## src/rtl/mod_addsub_pipe.sv

```systemverilog
// Multi-lane, two-stage pipelined modular add/subtract/accumulate unit.
// S1 registers the transaction, S2 computes, updates the per-lane accumulators and holds the result.
module mod_addsub_pipe #(
   parameter int BITWIDTH = 32,
   parameter int LANES    = 4
) (
   input  logic                      iClk,
   input  logic                      iRstN,
   input  logic                      iClr,
   input  logic                      iValid,
   output logic                      oReady,
   input  logic [1:0]                iOp,
   input  logic [BITWIDTH-1:0]       iMod,
   input  logic [LANES*BITWIDTH-1:0] iData0,
   input  logic [LANES*BITWIDTH-1:0] iData1,
   output logic                      oValid,
   input  logic                      iReady,
   output logic [LANES*BITWIDTH-1:0] oData
);

   localparam logic [1:0] OP_ADD  = 2'b00;
   localparam logic [1:0] OP_SUB  = 2'b01;
   localparam logic [1:0] OP_ACC  = 2'b10;
   localparam logic [1:0] OP_LOAD = 2'b11;

   localparam int XW = BITWIDTH + 1;

   logic                      s1Valid;
   logic [1:0]                s1Op;
   logic [BITWIDTH-1:0]       s1Mod;
   logic [LANES*BITWIDTH-1:0] s1A;
   logic [LANES*BITWIDTH-1:0] s1B;

   logic                      s2Load;
   logic                      accWrite;
   logic [XW-1:0]             modX;
   logic [LANES*BITWIDTH-1:0] result;

   assign s2Load   = s1Valid && (!oValid || iReady);
   assign oReady   = !s1Valid || !oValid || iReady;
   assign accWrite = s2Load && ((s1Op == OP_ACC) || (s1Op == OP_LOAD));

   // A zero modulus selects the full 2^BITWIDTH ring.
   assign modX = (s1Mod == '0) ? {1'b1, {BITWIDTH{1'b0}}} : {1'b0, s1Mod};

   // Stage 1: transaction capture. iClr drops whatever is offered in the same cycle.
   always_ff @(posedge iClk or negedge iRstN) begin
      if (!iRstN) begin
         // NOTE: sequential state uses non-blocking assignments so every register samples pre-edge values.
         s1Valid <= 1'b0;
         s1Op    <= '0;
         s1Mod   <= '0;
         s1A     <= '0;
         s1B     <= '0;
      end else if (iClr) begin
         s1Valid <= 1'b0;
      end else if (oReady) begin
         s1Valid <= iValid;
         if (iValid) begin
            s1Op  <= iOp;
            s1Mod <= iMod;
            s1A   <= iData0;
            s1B   <= iData1;
         end
      end
   end

   for (genvar g = 0; g < LANES; g++) begin : gLane
      logic [BITWIDTH-1:0] laneA;
      logic [BITWIDTH-1:0] laneB;
      logic [BITWIDTH-1:0] addend;
      logic [BITWIDTH-1:0] accQ;
      logic [BITWIDTH-1:0] laneRes;
      logic [XW-1:0]       sum;
      logic [XW-1:0]       diff;

      assign laneA  = s1A[g*BITWIDTH +: BITWIDTH];
      assign laneB  = s1B[g*BITWIDTH +: BITWIDTH];
      assign addend = (s1Op == OP_ACC) ? accQ : laneB;
      assign sum    = {1'b0, laneA} + {1'b0, addend};
      assign diff   = {1'b0, laneA} - {1'b0, laneB};

      always_comb begin
         // NOTE: default first so every path assigns laneRes and no latch is inferred.
         laneRes = laneA;
         case (s1Op)
            OP_ADD, OP_ACC: laneRes = (sum >= modX) ? BITWIDTH'(sum - modX) : sum[BITWIDTH-1:0];
            OP_SUB:         laneRes = (laneA >= laneB) ? diff[BITWIDTH-1:0] : BITWIDTH'(diff + modX);
            default:        laneRes = laneA;
         endcase
      end

      assign result[g*BITWIDTH +: BITWIDTH] = laneRes;

      // Read and written on the S2 load edge, so back-to-back ACC/LOAD chain without bubbles.
      always_ff @(posedge iClk or negedge iRstN) begin
         if (!iRstN) begin
            // NOTE: accumulators are architectural state and must come up as zero, so they are reset.
            accQ <= '0;
         end else if (iClr) begin
            accQ <= '0;
         end else if (accWrite) begin
            accQ <= laneRes;
         end
      end
   end

   // Stage 2: result register; oData is held while stalled and untouched by iClr.
   always_ff @(posedge iClk or negedge iRstN) begin
      if (!iRstN) begin
         oValid <= 1'b0;
         oData  <= '0;
      end else if (iClr) begin
         oValid <= 1'b0;
      end else if (s2Load) begin
         oValid <= 1'b1;
         oData  <= result;
      end else if (iReady) begin
         oValid <= 1'b0;
      end
   end

endmodule
```

## config.mk

```make
export PLATFORM = sky130hd
export DESIGN_NAME = mod_addsub_pipe
export DESIGN_NICKNAME = d
export VERILOG_FILES = /design/src/rtl/mod_addsub_pipe.sv
export SDC_FILE = /design/constraint.sdc
export NUM_CORES = 2
export LEC_CHECK = 0
export ABC_AREA = 1
export CAP_MARGIN = 20
export CORE_UTILIZATION = 40
export CTS_CLUSTER_SIZE = 16
export DETAILED_ROUTE_END_ITERATION = 8
export PLACE_DENSITY = 0.56
export REMOVE_ABC_BUFFERS = 1
export SKIP_CTS_REPAIR_TIMING = 1
export SLEW_MARGIN = 20
export SYNTH_ARGS = -nofsm -noshare
export SYNTH_HDL_FRONTEND = slang
export SYNTH_SLANG_ARGS = --single-unit
```

## constraint.sdc

```tcl
create_clock -name iClk -period 5.2 [get_ports iClk]
set_input_delay 1.04 -clock iClk [delete_from_list [all_inputs] [get_ports iClk]]
set_output_delay 1.04 -clock iClk [all_outputs]
set_load 0.02 [all_outputs]
```

==> impl_metrics.csv <==
group,metric,value,unit
run_status,outcome,"complete, no violations",
timing,worst_pin_slew,1030,ps
grt,grt_usage,36.5,%
drt,drt-vias-per-instance,5.41,
placed_design,dpl.hpwl,246000,um
floorplanning,die_w,398,um
drt,drt-initial-drc-count,6570,
drt,firstDrtPassIters,7,
pwr,switching_power,0.0282,W
drt,routed_wl,302000,um
timing,skew,56.8,ps
drt,ant_nets,0,
setup_path,cp_common_cell,"nand2_1",
cts,clockBufferDepth,3,
logic_synthesis,synthArstFlopShare,100,%
setup_path,r2r_setup_slack,90,ps
placed_design,place_ws,-228,ps
pwr,powerDensity,647,nW/um2
setup_path,critPathCaptureType,"flip-flop",
placed_design,dp_cells,13300,
setup_path,worstSetupPathType,"flip-flop to flip-flop",
setup_path,cpPeakStageDelay,510,ps
setup_path,crit_fanout,19,
drt,drc_errors,0,
cts,cts.sinks,548,
final_layout,synthToLayoutAreaGrowth,21.8,%
worst_hold_path,hp-class,"input port to asynchronous set/reset pin",
logic_synthesis,yosys_warnings,0,
setup_path,critical_path.top_delay_family,"simple AND/OR/NAND/NOR gates",
pwr,ir_drop,0.337,mV
floorplanning,core_area,156000,um2
setup_path,cpMaxStageDelayCell,"dfrtp_4",
pwr,total_power,0.0495,W
final_layout,final_common_cell,"nand2_1",
cts,cts_tree,"yes",
final_layout,nFillCells,16600,
grt,grt_max_degree,127,
logic_synthesis,syn_avg_cell_area,5.87,um2
timing,period_share,98.3,%
timing,slew_headroom,31.0,%
setup_path,critPathLaunchType,"flip-flop",
final_layout,finalNetCount,12200,
setup_path,rr_worst_depth,32,
grt,grt_overflow,0,
timing,setup_viol,0,
floorplanning,die_area,159000,um2
placed_design,numPortBuffers,424,
cts,cts_made_buffers,66,
floorplanning,die_h,398,um
logic_synthesis,synthCells,10700,
floorplanning,rows,145,
timing,slew_violations,0,
drt,vias,72900,
logic_synthesis,synth_edf_count,0,
logic_synthesis,synth_flop_cell,"dfrtp_1",
timing,hold_viol,0,
pwr,intPower,0.0213,W
final_layout,most-common-layout-cells,"nand2_1, inv_1, nor2_1",
grt,grt_pass1_wl,434000,um
final_layout,drive_gt1_share,10.1,%
drt,wire_per_inst,22.4,um
grt,antenna_found_initial,9,
timing,worst_slack,86.6,ps
logic_synthesis,synth_seq_area_share,21.8,%
cts,clk_pin_slew_worst_paths,70,ps
setup_path,required,5780,ps
setup_path,cp.depth,32,
timing,fmax,196,MHz
setup_path,crit_arrival,5690,ps
timing,rsz0062_at_grt,"yes",
floorplanning,start_util,40.3,%
logic_synthesis,ys_seq_elements,548,
pwr,seqPwrFrac,12.3,%
cts,clockRootBuffer,"clkbuf_16",
placed_design,gp_congestion,1.02,
pwr,swShare,56.9,%
final_layout,stdcell_count,13500,
cts,clk_latency,750,ps
pwr,power.leakage,41.9,nW
timing,post-route-min-period,5110,ps
pwr,clock_power_share,9.5,%
logic_synthesis,netlist_area,62800,um2
floorplanning,pin_count,425,
grt,grt_pass1_vias,68700,
logic_synthesis,yosys.cell_types.count,47,
run,maxCapViolations,0,
pwr,comb_power_share,78.2,%
cts,h-tree-depth,3,
setup_path,critical_path_buf_inv_count,10,
[logic make-up after synthesis]
group,after synthesis,share of synthesized area (%)
xor gates and xnor gates,231,3.22
buffers and inverters,1913,11.8
adders and majority gates,528,10.7
muxes,118,2.12
AOI/OAI and AO/OA,1268,10.7
DFF,548,21.8
and+or+nand+nor,6085,39.6
[flip-flops by register name, summed over array words and instances (netlist names)]
name and count:
gLane.accQ 128, oData 128, s1Mod 32, s1Op 2
s1A 128, oValid 1, s1Valid 1, s1B 128
[synth_stat cells (all sizes together), types with 6 or more instances]
cell    number  share of area, %
nor3       102              0.83
nand3      930               7.5
o21bai      74              0.88
buf        108               1.0
xor2       124               1.7
nor4        40              0.42
and2        19              0.19
dfrtp      548                22
a31oi        6             0.060
or2         13              0.13
xnor2      107               1.5
mux2       118               2.1
nand4       95              0.95
a21o        17              0.20
o21ai      323               2.6
ha         512                10
inv       1649               9.9
clkbuf     155              0.93
nand3b      53              0.63
o211ai      16              0.19
nor2      1069               6.4
nand2     3761                23
a21oi      827               6.7
fa          16              0.51
[layout make-up]
type,count,area (um2),area share (%)
clock inverter,20,209,0.273
inverter,1650,6210,8.12
timing repair buffer,873,8290,10.8
tap,2058,2570,3.37
sequential,548,13700,17.9
multi-input combinational,8230,43600,57.0
clock buffer,93,1890,2.47
antenna,4,10.0,0.0131
[per-layer routing]
layer  track usage [%]  wire (um)
met1              49.5     132000
met2              57.5     130000
met3              6.73      25600
met4              13.4      13900
met5                 0         62
[power by group through the flow]
| stage | clock (W) | combinational (W) | sequential, W |
|---|---|---|---|
| floorplan | 0 | 0.0214 | 0.00637 |
| global placement | 0 | 0.0359 | 0.00610 |
| detailed placement | 0 | 0.0358 | 0.00609 |
| CTS | 0.00478 | 0.0360 | 0.00605 |
| global route | 0.00494 | 0.0419 | 0.00616 |
| finish | 0.00471 | 0.0387 | 0.00608 |
[final timing paths]
| check | start | endpoint |
|---|---|---|
| hold / removal | iRstN | oData[44] |
| min in group iClk | oData[108] | oData[108] |
| setup / recovery | s1Op[1] | gLane[0].accQ[14] |
| hold reg to reg | oData[108] | oData[108] |
| max in group asynchronous | iRstN | s1B[86] |
| setup reg to reg | s1Op[1] | gLane[0].accQ[14] |
[stage by stage]
| step | instance area (um2) | hold slack [ps] | TNS, ps | utilization [%] |
|---|---|---|---|---|
| final | 76500 | 407 | 0 | 49.0 |
| after global routing | 76500 | 450 | -4670 | 49.0 |
| after CTS | 74000 | 410 | -11050 | 47.5 |
| after detailed placement | 71900 | 462 | -5530 | 46.1 |
| after global placement | 71900 | 463 | -4760 | 46.1 |
| after floorplan | 61600 | 445 | -3708070 | - |
Note: power is estimated with default switching activity, not from simulation.
